## src/rtl/kernel_intr_arbiter_if.sv

```systemverilog
// -----------------------------------------------------------------------------
// kernel_intr_arbiter_if
// Action interrupt handshake between the kernel interrupt arbiter and the
// host shell.
//   o_interrupt      arbiter -> shell  interrupt request, held until ack
//   o_interrupt_src  arbiter -> shell  source id, stable while o_interrupt=1
//   i_interrupt_ack  shell -> arbiter  one-cycle acknowledge
// Modports: master = arbiter side, slave = shell side.
// -----------------------------------------------------------------------------
interface kernel_intr_arbiter_if #(
  parameter int SRC_WIDTH = 64
);
  logic                 o_interrupt;
  logic [SRC_WIDTH-1:0] o_interrupt_src;
  logic                 i_interrupt_ack;

  modport master (
    output o_interrupt,
    output o_interrupt_src,
    input  i_interrupt_ack
  );

  modport slave (
    input  o_interrupt,
    input  o_interrupt_src,
    output i_interrupt_ack
  );
endinterface

```

## src/rtl/kernel_intr_arbiter.sv

```systemverilog
// -----------------------------------------------------------------------------
// kernel_intr_arbiter
// Latches rising edges of per-kernel completion levels as pending interrupt
// bits and arbitrates the eligible ones round-robin onto the single action
// interrupt handshake toward the host shell. The register slave supplies the
// mask and W1C clear strobes and reads the pending vector back.
//
// Ports
//   clk               clock, rising edge
//   rst_n             asynchronous active-low reset
//   kernel_complete   completion level per kernel (0->1 = one event)
//   i_intr_mask       1 = bit may raise an interrupt
//   i_intr_clr_valid  one-cycle W1C strobe
//   i_intr_clr_bits   bits cleared when i_intr_clr_valid
//   o_intr_pending    latched pending vector (not masked)
//   intr              interrupt handshake (master modport)
//
// Build option
//   KERNEL_INTR_TIMEOUT_EN  when defined, a request left unacknowledged for
//   TIMEOUT_CYCLES cycles is dropped for one cycle and re-raised with the same
//   grant and source. When undefined, a request waits for its ack forever.
// -----------------------------------------------------------------------------
module kernel_intr_arbiter #(
  parameter int                   KERNEL_NUM     = 8,
  parameter int                   SRC_WIDTH      = 64,
  parameter logic [SRC_WIDTH-1:0] INT_SRC_BASE   = '0,
  parameter int                   HOLDOFF_CYCLES = 4,
  parameter int                   TIMEOUT_CYCLES = 1024
) (
  input  logic                  clk,
  input  logic                  rst_n,
  input  logic [KERNEL_NUM-1:0] kernel_complete,
  input  logic [KERNEL_NUM-1:0] i_intr_mask,
  input  logic                  i_intr_clr_valid,
  input  logic [KERNEL_NUM-1:0] i_intr_clr_bits,
  output logic [KERNEL_NUM-1:0] o_intr_pending,
  kernel_intr_arbiter_if.master intr
);

  localparam int IDX_W = (KERNEL_NUM > 1) ? $clog2(KERNEL_NUM) : 1;
  localparam int HO_W  = (HOLDOFF_CYCLES > 1) ? $clog2(HOLDOFF_CYCLES) : 1;

  if (KERNEL_NUM < 1 || KERNEL_NUM > 32 || HOLDOFF_CYCLES < 1 ||
      TIMEOUT_CYCLES < 1) begin : g_param_check
    $error("kernel_intr_arbiter: illegal parameter value");
  end

  typedef enum logic [1:0] {
    S_IDLE,
    S_REQ,
    S_HOLDOFF
`ifdef KERNEL_INTR_TIMEOUT_EN
    , S_RETRY
`endif
  } state_t;

  state_t                 state_q, state_d;
  logic [KERNEL_NUM-1:0]  kc_q;
  logic [KERNEL_NUM-1:0]  pending_q, pending_d;
  logic [KERNEL_NUM-1:0]  serviced_q, serviced_d;
  logic [IDX_W-1:0]       ptr_q, ptr_d;
  logic [IDX_W-1:0]       grant_q, grant_d;
  logic [SRC_WIDTH-1:0]   src_q, src_d;
  logic [HO_W-1:0]        ho_cnt_q, ho_cnt_d;

  logic [KERNEL_NUM-1:0]  rise;
  logic [KERNEL_NUM-1:0]  clr;
  logic [KERNEL_NUM-1:0]  eligible;
  logic [KERNEL_NUM-1:0]  ack_set;
  logic                   found;
  logic [IDX_W-1:0]       pick_idx;

`ifdef KERNEL_INTR_TIMEOUT_EN
  localparam int TMO_W = (TIMEOUT_CYCLES > 1) ? $clog2(TIMEOUT_CYCLES) : 1;
  logic [TMO_W-1:0]       tmo_cnt_q, tmo_cnt_d;
`endif

  // Event capture, W1C clear and round-robin search over eligible bits.
  always_comb begin
    int j;
    rise     = kernel_complete & ~kc_q;
    clr      = i_intr_clr_valid ? i_intr_clr_bits : '0;
    eligible = pending_q & i_intr_mask & ~serviced_q;
    found    = 1'b0;
    pick_idx = ptr_q;
    j        = 0;
    // Scan from the pointer upward, wrapping, so the first hit is the
    // round-robin winner.
    for (int k = 0; k < KERNEL_NUM; k++) begin
      j = int'(ptr_q) + k;
      if (j >= KERNEL_NUM) j = j - KERNEL_NUM;
      if (!found && eligible[IDX_W'(j)]) begin
        found    = 1'b1;
        pick_idx = IDX_W'(j);
      end
    end
  end

  // Next-state and datapath updates.
  always_comb begin
    state_d  = state_q;
    grant_d  = grant_q;
    src_d    = src_q;
    ptr_d    = ptr_q;
    ho_cnt_d = ho_cnt_q;
    ack_set  = '0;
`ifdef KERNEL_INTR_TIMEOUT_EN
    tmo_cnt_d = tmo_cnt_q;
`endif

    unique case (state_q)
      S_IDLE: begin
        if (found) begin
          state_d = S_REQ;
          grant_d = pick_idx;
          src_d   = INT_SRC_BASE + SRC_WIDTH'(pick_idx);
`ifdef KERNEL_INTR_TIMEOUT_EN
          tmo_cnt_d = '0;
`endif
        end
      end
      S_REQ: begin
        // Mask or clear changes on the granted bit do not retract the
        // request; only the ack (or a timeout) leaves this state.
        if (intr.i_interrupt_ack) begin
          ack_set[grant_q] = 1'b1;
          ptr_d    = (grant_q == IDX_W'(KERNEL_NUM - 1)) ? '0
                                                         : grant_q + IDX_W'(1);
          ho_cnt_d = '0;
          state_d  = S_HOLDOFF;
        end
`ifdef KERNEL_INTR_TIMEOUT_EN
        else if (tmo_cnt_q == TMO_W'(TIMEOUT_CYCLES - 1)) begin
          state_d = S_RETRY;
        end else begin
          tmo_cnt_d = tmo_cnt_q + TMO_W'(1);
        end
`endif
      end
`ifdef KERNEL_INTR_TIMEOUT_EN
      S_RETRY: begin
        // One low cycle, then the same grant and source are re-raised.
        state_d   = S_REQ;
        tmo_cnt_d = '0;
      end
`endif
      S_HOLDOFF: begin
        if (ho_cnt_q == HO_W'(HOLDOFF_CYCLES - 1)) begin
          state_d = S_IDLE;
        end else begin
          ho_cnt_d = ho_cnt_q + HO_W'(1);
        end
      end
      default: state_d = S_IDLE;
    endcase

    // A rising edge wins over a simultaneous clear; the clear still resets
    // the serviced flag so the new event can be delivered.
    pending_d  = (pending_q & ~clr) | rise;
    serviced_d = (serviced_q | ack_set) & ~clr;
  end

  always_ff @(posedge clk or negedge rst_n) begin
    if (!rst_n) begin
      state_q    <= S_IDLE;
      kc_q       <= '0;
      pending_q  <= '0;
      serviced_q <= '0;
      ptr_q      <= '0;
      grant_q    <= '0;
      src_q      <= '0;
      ho_cnt_q   <= '0;
    end else begin
      state_q    <= state_d;
      kc_q       <= kernel_complete;
      pending_q  <= pending_d;
      serviced_q <= serviced_d;
      ptr_q      <= ptr_d;
      grant_q    <= grant_d;
      src_q      <= src_d;
      ho_cnt_q   <= ho_cnt_d;
    end
  end

`ifdef KERNEL_INTR_TIMEOUT_EN
  always_ff @(posedge clk or negedge rst_n) begin
    if (!rst_n) tmo_cnt_q <= '0;
    else        tmo_cnt_q <= tmo_cnt_d;
  end
`endif

  assign o_intr_pending       = pending_q;
  assign intr.o_interrupt     = (state_q == S_REQ);
  assign intr.o_interrupt_src = src_q;

endmodule

```

## src/flat_wrapper.sv

```systemverilog
// flat-port wrapper written by rule: the top's interface ports become plain ports
module kernel_intr_arbiter_flat 
#(
  parameter int                   KERNEL_NUM     = 8,
  parameter int                   SRC_WIDTH      = 64,
  parameter logic [SRC_WIDTH-1:0] INT_SRC_BASE   = '0,
  parameter int                   HOLDOFF_CYCLES = 4,
  parameter int                   TIMEOUT_CYCLES = 1024
)
  (clk, rst_n, kernel_complete, i_intr_mask, i_intr_clr_valid, i_intr_clr_bits, o_intr_pending, intr_o_interrupt, intr_o_interrupt_src, intr_i_interrupt_ack);
  kernel_intr_arbiter_if #(.SRC_WIDTH(SRC_WIDTH)) intr_i ();
  input  logic clk;
  input  logic rst_n;
  input  logic [KERNEL_NUM-1:0] kernel_complete;
  input  logic [KERNEL_NUM-1:0] i_intr_mask;
  input  logic i_intr_clr_valid;
  input  logic [KERNEL_NUM-1:0] i_intr_clr_bits;
  output logic [KERNEL_NUM-1:0] o_intr_pending;
  output wire logic [$bits(intr_i.o_interrupt)-1:0] intr_o_interrupt;
  output wire logic [$bits(intr_i.o_interrupt_src)-1:0] intr_o_interrupt_src;
  input wire logic [$bits(intr_i.i_interrupt_ack)-1:0] intr_i_interrupt_ack;
  assign intr_o_interrupt = intr_i.o_interrupt;
  assign intr_o_interrupt_src = intr_i.o_interrupt_src;
  assign intr_i.i_interrupt_ack = intr_i_interrupt_ack;
  kernel_intr_arbiter #(.KERNEL_NUM(KERNEL_NUM), .SRC_WIDTH(SRC_WIDTH), .INT_SRC_BASE(INT_SRC_BASE), .HOLDOFF_CYCLES(HOLDOFF_CYCLES), .TIMEOUT_CYCLES(TIMEOUT_CYCLES)) u_core (.clk(clk), .rst_n(rst_n), .kernel_complete(kernel_complete), .i_intr_mask(i_intr_mask), .i_intr_clr_valid(i_intr_clr_valid), .i_intr_clr_bits(i_intr_clr_bits), .o_intr_pending(o_intr_pending), .intr(intr_i));
endmodule
```

## config.mk

```make
export PLATFORM = sky130hd
export DESIGN_NAME = kernel_intr_arbiter_flat
export DESIGN_NICKNAME = d
export VERILOG_FILES = /design/src/rtl/kernel_intr_arbiter_if.sv /design/src/rtl/kernel_intr_arbiter.sv /design/src/flat_wrapper.sv
export SDC_FILE = /design/constraint.sdc
export NUM_CORES = 1
export LEC_CHECK = 0
export ABC_AREA = 1
export ABC_CLOCK_PERIOD_IN_PS = 5700
export CAP_MARGIN = 0
export CORE_UTILIZATION = 40
export CTS_BUF_LIST = sky130_fd_sc_hd__clkbuf_4 sky130_fd_sc_hd__clkbuf_8
export CTS_CLUSTER_SIZE = 12
export DETAILED_ROUTE_END_ITERATION = 6
export HOLD_SLACK_MARGIN = 0.03
export PLACE_DENSITY = 0.83
export REMOVE_ABC_BUFFERS = 1
export SYNTH_ARGS = -nofsm -noshare
export SYNTH_HDL_FRONTEND = slang
export SYNTH_SLANG_ARGS = --single-unit
```

## constraint.sdc

```tcl
create_clock -name clk -period 5.7 [get_ports clk]
set_input_delay 0.855 -clock clk [delete_from_list [all_inputs] [get_ports clk]]
set_output_delay 0.855 -clock clk [all_outputs]
set_load 0.005 [all_outputs]
```

==> impl_metrics.toml, run 1 <==
[sta]
slew_violations = 0
fin_worst_skew_ns = 0.00681
period_minus_slack_ns = 2.74
final_min_period_over_clock_period_pct = 48.0
slew_headroom_pct = 63.4
setup_viol = 0
finalHoldViolations = 0
max_freq_ghz = 0.365
worst_slew_pin_slew_ns = 0.547
tns_ns = 0
rsz0062_at_grt = "false"

[global_routing]
grt_usage_pct = 17.1
grt_pass1_wl_um = 9780
grt_max_degree = 35
overflow = 0
grt_pass1_vias = 2192
antenna_found_initial = 0

[routing]
vias_per_cell = 4.77
via_count = 2290
totalWireLength_um = 5550
drtPass1Iterations = 4
ant_nets = 0
drt_iter0_drc = 121
route.detailed.drc = 0
avgRoutedWirePerCell_um = 11.6

[final_layout]
final_area_mm2 = 0.00295
fin_util_pct = 46.3
drive_gt1_share_pct = 6.45
antennaDiodeCount = 0
nFillCells = 628
final_nets = 437
area_growth_pct = 11.1

[synthesis]
seq_area_frac_synth_pct = 32.0
syn_inst = 364
syn_area_mm2 = 0.00266
synth_edf_count = 0
synth_warnings = 0
syn_avg_cell_area_um2 = 7.30
synth_seq_cells = 34
yosysUniqueCellTypes = 30
ys.flop_type = "dfrtp_1"
async_reset_ff_share_pct = 100

[power]
p_switching_uw = 868
p_leak_nw = 1.53
clockPowerShare_pct = 10.7
pwr-share-comb_pct = 65.4
powerDensity_mw_per_mm2 = 551
power.internal_uw = 760
irDropWorstVdd_mv = 0.224
power_mw = 1.63
swShare_pct = 53.3
seq_power_share_pct = 23.9

[clocking]
tritoncts = "built"
clkTransAtPathRegs_ns = 0.07
cts_hold_buf = 0
cts_buffers = 5
cts_resized = 0
cts_root_buf = "clkbuf_8"
cts_buffer_depth = 2
cts_num_sinks = 34
postCtsSetupBuffers = 0
cts-htree-levels = 2
insertion_delay_ns = 0.28

[worst_hold_path]
hp-start = "u_core.kc_q[7]$_DFF_PN0_"
min_path_type = "reg -> reg"
hold_path_depth = 1
worstHoldEndpoint = "u_core.o_intr_pending[7]$_DFF_PN0_"

[worst_setup_path]
critPathSlowestCell = "dfrtp_1"
end_kind = "flop"
critPathMaxStageDelay_ns = 0.65
cp_num_buf_inv = 2
crit_chain = "inv_2 > ha_1 > inv_1 > nand3_1 > nand3_2 > nand2_4 > nor2_4 > nand4_4 > nor2_4 > nand3_2 > nor2_1 > nor2_1 > nand2_1 > nand2_1"
r2r_start = "u_core.ptr_q[1]$_DFFE_PN0P_"
r2r_slack_ns = 2.96
crit_type = "reg -> reg"
ff2ff_path_depth = 14
path_max_fanout = 11
cp_top_family = "simple AND/OR/NAND/NOR gates"
startpoint_type = "flop"
r2r-end = "u_core.grant_q[1]$_DFFE_PN0P_"
crit_required_ns = 5.88
crit_arrival_ns = 2.92

[outcome]
status = "complete, no violations"

[die]
die_y_um = 83.5
core_area_mm2 = 0.00639
start_util_pct = 41.6
core.rowCount = 29
die_area_mm2 = 0.00698
die_x_um = 83.5
ios = 101

[placement]
io_buffers = 39
dp_hpwl_um = 4390
place_area_mm2 = 0.00287
routabilityCongestion = 0.940

[flow_run]
drv_cap = 0
sequential cells by signal, summed over array words and instances, names as in the netlist:
name                   flops
u_core.serviced_q          8
u_core.ptr_q               3
u_core.state_q             2
u_core.kc_q                8
u_core.ho_cnt_q            2
u_core.grant_q             3
u_core.o_intr_pending      8
layer usage:
layer  vias up  GRT usage, %  wire length [µm]
li1       1127             -                 -
met1      1041          22.1              2390
met2       116          29.3              2710
met3         6          2.77               397
met4         0          5.39                55
met5         -             0                 0
synth_stat cells, types with 5 or more instances:
cell type | number | area [µm²]
nor2_1 | 11 | 41.3
inv_1 | 37 | 139
a21oi_1 | 16 | 80.1
nand2_1 | 95 | 357
o21ai_0 | 16 | 80.1
nand4_1 | 7 | 43.8
nand3_1 | 50 | 250
ha_1 | 5 | 62.6
buf_4 | 62 | 465
dfrtp_1 | 34 | 851
logic make-up after synthesis:
family          Yosys count  share of synthesized area, %
xor+xnor                  3                          1.98
other cells               1                         0.141
simple gates            176                          31.1
buf+inv                 107                          24.7
flops                    34                          32.0
compound gates           38                          7.72
fa+ha+maj                 5                          2.35
worst max-delay path by stage:
stage                     slack (ns)                       endpoint  cells past startpoint                        start
final                           2.96  u_core.grant_q[1]$_DFFE_PN0P_                     14  u_core.ptr_q[1]$_DFFE_PN0P_
after detailed placement        2.92  u_core.grant_q[1]$_DFFE_PN0P_                     15               i_intr_mask[7]
after global routing            2.72  u_core.grant_q[0]$_DFFE_PN0P_                     18  u_core.ptr_q[1]$_DFFE_PN0P_
after floorplan                 3.41  u_core.grant_q[1]$_DFFE_PN0P_                     14  u_core.ptr_q[0]$_DFFE_PN0P_
after global placement          2.92  u_core.grant_q[0]$_DFFE_PN0P_                     18               i_intr_mask[1]
after CTS                       3.00  u_core.grant_q[1]$_DFFE_PN0P_                     14  u_core.ptr_q[1]$_DFFE_PN0P_
area by class of cell:
cell class	instances	area (µm²)	share of cell area, %
multi-input cells	283	1380	46.6
flip-flops and latches	34	851	28.8
repair buffers	40	398	13.5
inverters	40	150	5.08
well taps	77	96.3	3.26
clock buffers	6	82.6	2.80
placed cells by master (no fill, tap or decap):
| master | Yosys | layout |
|---|---|---|
| o31ai_1 | 1 | 1 |
| nand4_4 | 1 | 1 |
| buf_4 | 62 | 1 |
| nor2_2 | 1 | 1 |
| nand3b_1 | 1 | 1 |
| nand2_1 | 95 | 95 |
| xor2_4 | 1 | 1 |
| nand3_1 | 50 | 50 |
| o21ai_2 | 2 | 2 |
| ha_1 | 5 | 5 |
| clkbuf_8 | 0 | 6 |
| inv_1 | 37 | 37 |
| nand4_1 | 7 | 7 |
| o22ai_1 | 1 | 1 |
| nand2_2 | 2 | 2 |
| o21ai_0 | 16 | 16 |
| nand2_4 | 1 | 1 |
| nor2_1 | 11 | 11 |
| o211ai_1 | 1 | 1 |
| clkdlybuf4s50_1 | 0 | 39 |
| xor2_2 | 1 | 1 |
| dfrtp_1 | 34 | 34 |
| nand3_2 | 3 | 3 |
| nor2_4 | 3 | 3 |
| inv_2 | 3 | 3 |
| conb_1 | 1 | 61 |
| nand4_2 | 1 | 1 |
| a31oi_1 | 1 | 1 |
| xnor2_1 | 1 | 1 |
| a21oi_1 | 16 | 16 |
power groups by stage:
stage	logic (mW)	registers [mW]	clock network, mW
global route	1.21	0.398	0.191
CTS	1.06	0.389	0.178
floorplan	0.812	0.368	0
detailed placement	1.05	0.393	0
finish	1.06	0.389	0.174
global placement	1.04	0.389	0
per-stage QoR:
step | instances | worst slack, ns | hold slack (ns)
finish | 480 | 2.96 | 0.418
global route | 480 | 2.72 | 0.433
CTS | 480 | 3.00 | 0.424
detailed placement | 474 | 2.92 | 0.414
global placement | 474 | 2.92 | 0.403
floorplan | 357 | 3.41 | 0.400
No activity file was read; power rests on OpenSTA's default activity.
==> run 2, diff against run 1 <==
--- a/config.mk
+++ b/config.mk
@@ -6,14 +6,14 @@
 export NUM_CORES = 1
 export LEC_CHECK = 0
 export ABC_AREA = 1
-export ABC_CLOCK_PERIOD_IN_PS = 5700
+export ABC_CLOCK_PERIOD_IN_PS = 2300
 export CAP_MARGIN = 0
 export CORE_UTILIZATION = 40
 export CTS_BUF_LIST = sky130_fd_sc_hd__clkbuf_4 sky130_fd_sc_hd__clkbuf_8
 export CTS_CLUSTER_SIZE = 12
 export DETAILED_ROUTE_END_ITERATION = 6
 export HOLD_SLACK_MARGIN = 0.03
-export PLACE_DENSITY = 0.83
+export PLACE_DENSITY = 0.86
 export REMOVE_ABC_BUFFERS = 1
 export SYNTH_ARGS = -nofsm -noshare
 export SYNTH_HDL_FRONTEND = slang
==> constraint.sdc (replaced) <==
create_clock -name clk -period 2.3 [get_ports clk]
set_input_delay 0.345 -clock clk [delete_from_list [all_inputs] [get_ports clk]]
set_output_delay 0.345 -clock clk [all_outputs]
set_load 0.005 [all_outputs]
==> run 2 against run 1 <==
Sequential share of layout area down 1.5 points; largest cell class unchanged; critical endpoint unchanged; final area grew 5.5%; sequential power grew 140%; global-route usage shrank 0.13 points; register-to-register slack got worse by 2.8 ns; first-iteration DRC count shrank 8.3%; clock-buffer cell count shrank 1.
==> impl_metrics.toml, run 2 (same netlist as run 1, synthesis figures left out) <==
[outcome]
status = "complete, no violations"

[worst_setup_path]
crit_required_ns = 2.49
end_kind = "flop"
path_max_fanout = 8
crit_type = "reg -> reg"
crit_arrival_ns = 2.34
startpoint_type = "flop"

[routing]
vias_per_cell = 4.76
met3_length_um = 404
via_count = 2361
highest_layer = "met4"
drtPass1Iterations = 4
ant_nets = 0
routed-wl-met2_um = 2950
avgRoutedWirePerCell_um = 11.8
totalWireLength_um = 5850
drt_iter0_drc = 111
wl_met1_um = 2380
route.detailed.drc = 0

[sta]
final_min_period_over_clock_period_pct = 93.3
worst_slew_pin_slew_ns = 0.530
setup_viol = 0
fin_worst_skew_ns = 0.00403
finalHoldViolations = 0
max_freq_ghz = 0.466
tns_ns = 0
slew_headroom_pct = 64.5
period_minus_slack_ns = 2.15
slew_violations = 0

[clocking]
cts_buffer_depth = 2
cts_buffers = 5
cts-htree-levels = 2
tritoncts = "built"
cts_num_sinks = 34
cts_root_buf = "clkbuf_8"
clkTransAtPathRegs_ns = 0.08
cts_hold_buf = 0
insertion_delay_ns = 0.30

[final_layout]
antennaDiodeCount = 0
nFillCells = 592
final_nets = 451
layout_commonest_cell = "nand2_1"
multi_input_area_mm2 = 0.00140
area_growth_pct = 17.2
final_area_mm2 = 0.00312
layout_common_cells = "nand2_1, conb_1, nand3_1"
fin_util_pct = 48.8
seq_area_um2 = 851
drive_gt1_share_pct = 11.5

[power]
power.internal_mw = 2.24
irDropWorstVdd_mv = 0.598
p_switching_mw = 2.34
swShare_pct = 51.0
seq_power_share_pct = 20.0
powerDensity_mw_per_mm2 = 1470
pwr-share-comb_pct = 67.8
clockPowerShare_pct = 12.2
p_leak_nw = 1.61

[die]
die_x_um = 83.5
core.rowCount = 29
ios = 101
core_area_mm2 = 0.00639
die_y_um = 83.5
die_area_mm2 = 0.00698
start_util_pct = 41.6

[global_routing]
grt_pass1_wl_um = 9540
grt_max_degree = 35
antenna_found_initial = 0
grt_usage_pct = 17.0
overflow = 0
grt_pass1_vias = 2153

[placement]
place_area_mm2 = 0.00295
dp_hpwl_um = 4490
io_buffers = 39
routabilityCongestion = 0.935

[flow_run]
drv_cap = 0

[worst_hold_path]
min_path_type = "reg -> reg"
-- run 2: cell types whose count changed in the layout (fill, tap and decap cells not counted), sizes merged --
cell | previous run | this run
bufinv | 0 | 1
buf | 1 | 15
clkinvlp | 0 | 2
clkbuf | 6 | 5
-- run 2: critical path, cell delays in order, from the launching register on --
cell     delay [ns]
dfrtp_1        0.56
xnor2_1        0.34
inv_1          0.15
o21ai_2        0.19
buf_4          0.15
nand4_4        0.10
nor2_4         0.18
nand3_2        0.11
nor2_1         0.11
nor2_1         0.05
nand2_1        0.07
nand2_1        0.05
-- run 2: power by group through the flow --
stage | Sequential [mW] | Combinational [mW] | Clock [mW]
detailed placement | 0.927 | 2.85 | 0
CTS | 0.917 | 2.86 | 0.568
finish | 0.917 | 3.11 | 0.559
global placement | 0.920 | 2.79 | 0
global route | 0.934 | 3.46 | 0.592
floorplan | 0.911 | 2.01 | 0
-- run 2: final timing paths --
kind                                                      end  slack [ns]  cells past startpoint                   startpoint
max in group asynchronous  u_core.o_intr_pending[4]$_DFF_PN0_        1.54                      2                        rst_n
setup reg to reg                u_core.grant_q[1]$_DFFE_PN0P_        0.15                     11  u_core.ptr_q[2]$_DFFE_PN0P_
setup / recovery                u_core.grant_q[1]$_DFFE_PN0P_        0.15                     11  u_core.ptr_q[2]$_DFFE_PN0P_
min in group asynchronous       u_core.state_q[0]$_DFFE_PN0P_        0.45                      2                        rst_n
hold / removal             u_core.o_intr_pending[1]$_DFF_PN0_        0.42                      1     u_core.kc_q[1]$_DFF_PN0_
hold reg to reg            u_core.o_intr_pending[1]$_DFF_PN0_        0.42                      1     u_core.kc_q[1]$_DFF_PN0_
-- run 2: per-stage QoR --
stage	power, mW	instances	hold slack [ns]	setup WS, ns
3_3_place_gp	3.71	484	0.403	0.106
5_1_grt	4.98	496	0.436	-0.0579
6_report	4.58	496	0.417	0.154
2_1_floorplan	2.92	357	0.0494	0.0122
3_5_place_dp	3.78	484	0.407	0.0557
4_1_cts	4.34	492	0.418	0.0512
-- run 2: layout make-up --
class,instances,share of cell area [%]
Sequential cell,34,27.3
Timing Repair Buffer,54,16.1
Tap cell,77,3.09
Inverter,40,4.82
Multi-Input combinational cell,283,45.0
Clock inverter,3,1.45
Clock buffer,5,2.21
-- run 2: repair_timing --
action	in CTS	in global routing
buffers inserted	0	4
setup endpoints to repair	0	3
gates resized for setup	0	7
-- run 2: routing by layer --
| metal | track usage, % | vias to the layer above |
|---|---|---|
| li1 | - | 1159 |
| met1 | 19.7 | 1059 |
| met2 | 30.9 | 122 |
| met3 | 3.26 | 21 |
| met4 | 6.32 | 0 |
| met5 | 0 | - |
==> run 3, diff against run 2 <==
--- a/config.mk
+++ b/config.mk
@@ -13,7 +13,7 @@
 export CTS_CLUSTER_SIZE = 12
 export DETAILED_ROUTE_END_ITERATION = 6
 export HOLD_SLACK_MARGIN = 0.03
-export PLACE_DENSITY = 0.86
+export PLACE_DENSITY_LB_ADDON = 0.15
 export REMOVE_ABC_BUFFERS = 1
 export SYNTH_ARGS = -nofsm -noshare
 export SYNTH_HDL_FRONTEND = slang
==> run 3 against run 2 <==
Register-to-register slack improved by 0.03 ns; global-route usage increased by 0.71 points; sequential cell count unchanged; via count decreased by 3.0%; cell count increased by 0.40%; critical path depth increased by 4; sequential power about the same; sequential share of layout area increased by 0.055 points; power decreased by 1.6%; critical path type unchanged.
==> impl_metrics.toml, run 3 (same netlist as run 1, synthesis figures left out) <==
[worst_hold_path]
min_path_type = "reg -> reg"

[clocking]
cts_buffers = 5
cts_num_sinks = 34
insertion_delay_ns = 0.29
cts_root_buf = "clkbuf_8"
cts_buffer_depth = 2
clkTransAtPathRegs_ns = 0.07
tritoncts = "built"
cts-htree-levels = 2
cts_hold_buf = 0

[placement]
io_buffers = 39
routabilityCongestion = 0.898
dp_hpwl_um = 4550

[final_layout]
layout_common_cells = "nand2_1, conb_1, nand3_1"
layout_commonest_cell = "nand2_1"
nFillCells = 658
drive_gt1_share_pct = 12.4
final_nets = 453
area_growth_pct = 16.9
antennaDiodeCount = 0

[worst_setup_path]
end_kind = "flop"
crit_chain = "buf_4 > buf_4 > xor2_2 > inv_1 > nand3_1 > nand2_1 > nand3_1 > nor2_4 > nand3_1 > nand2_1 > nand2_1 > nand2_1 > nand2_1 > nand2_1 > nand2_1"
critPathSlowestCell = "dfrtp_1"
cp_num_buf_inv = 3
crit_type = "reg -> reg"
path_common_cell = "nand2_1"
crit_required_ns = 2.48
crit_arrival_ns = 2.30
startpoint_type = "flop"
cp_top_family = "simple AND/OR/NAND/NOR gates"
critPathMaxStageDelay_ns = 0.40
path_max_fanout = 9

[routing]
avgRoutedWirePerCell_um = 11.8
drt_iter0_drc = 123
drtPass1Iterations = 5
ant_nets = 0
totalWireLength_um = 5890
route.detailed.drc = 0
vias_per_cell = 4.60
via_count = 2290

[sta]
setup_viol = 0
period_minus_slack_ns = 2.12
fin_worst_skew_ns = 0.00709
max_freq_ghz = 0.472
slew_violations = 0
finalHoldViolations = 0
final_min_period_over_clock_period_pct = 92.1
worst_slew_pin_slew_ns = 0.569
tns_ns = 0
hold_ws_ns = 0.417
rsz0062_at_grt = "false"
slew_headroom_pct = 62.0

[global_routing]
grt_pass1_wl_um = 9890
overflow = 0
grt_max_degree = 35
grt_usage_pct = 17.7
grt_pass1_vias = 2125
antenna_found_initial = 0

[flow_run]
drv_cap = 0

[power]
irDropWorstVdd_mv = 0.677
powerDensity_mw_per_mm2 = 1450
p_leak_nw = 1.61

[die]
core.rowCount = 29
die_x_um = 83.5
ios = 101
core_area_mm2 = 0.00639
start_util_pct = 41.6
die_y_um = 83.5
die_area_mm2 = 0.00698

[outcome]
status = "complete, no violations"
[run 3: changes by cell type in the layout (fill, tap and decap cells not counted), moves of 2 or more]
cell,before,now
buf_4,15,17
nand3_1,50,48
nand3_2,3,5
nor2_2,0,2
[run 3: timing repair]
action / CTS / global route
endpoints found under the setup margin: 0 / 4
gates resized for setup: 0 / 9
buffers inserted: 0 / 3
[run 3: final timing paths]
| check | to | startpoint | depth (start not counted) | slack, ns |
|---|---|---|---|---|
| max | u_core.grant_q[0]$_DFFE_PN0P_ | u_core.ptr_q[1]$_DFFE_PN0P_ | 15 | 0.18 |
| min | u_core.o_intr_pending[1]$_DFF_PN0_ | u_core.kc_q[1]$_DFF_PN0_ | 1 | 0.42 |
| max reg2reg | u_core.grant_q[0]$_DFFE_PN0P_ | u_core.ptr_q[1]$_DFFE_PN0P_ | 15 | 0.18 |
| min reg2reg | u_core.o_intr_pending[1]$_DFF_PN0_ | u_core.kc_q[1]$_DFF_PN0_ | 1 | 0.42 |
| max in group asynchronous | u_core.grant_q[2]$_DFFE_PN0P_ | rst_n | 2 | 1.52 |
| min in group asynchronous | u_core.kc_q[5]$_DFF_PN0_ | rst_n | 2 | 0.46 |
[run 3: per-stage QoR]
step	worst slack (ns)	area, µm²	utilization [%]	cells	power [mW]
after floorplan	0.0122	2380	-	357	2.92
after global placement	0.0673	2970	46.5	487	3.89
after detailed placement	0.0371	2970	46.5	487	3.91
after CTS	0.0930	3060	47.9	495	4.38
after global routing	0.00545	3110	48.7	498	4.96
final	0.181	3110	48.7	498	4.51
[run 3: final cells by class]
class	count	area, µm²	share of cell area (%)
Multi-Input combinational cell	283	1400	45.2
Inverter	40	150	4.83
Clock buffer	5	68.8	2.21
Sequential cell	34	851	27.4
Tap cell	77	96.3	3.10
Timing Repair Buffer	56	518	16.7
Clock inverter	3	21.3	0.684
[run 3: power breakdown]
part           internal, mW  switching, mW  leakage (nW)
sequential            0.743          0.173         0.419
combinational          1.23           1.91          1.15
clock                 0.213          0.236        0.0441
total                  2.18           2.32          1.61
[run 3: per-layer routing]
layer | wire [µm] | share of wire [%] | up-vias | global-route usage (%)
met2 | 2840 | 48 | 75 | 30.0
met5 | 0 | 0 | - | 0
met1 | 2730 | 46 | 1038 | 23.1
met4 | 74 | 1.3 | 0 | 4.78
met3 | 252 | 4.3 | 9 | 3.36
li1 | - | - | 1168 | -
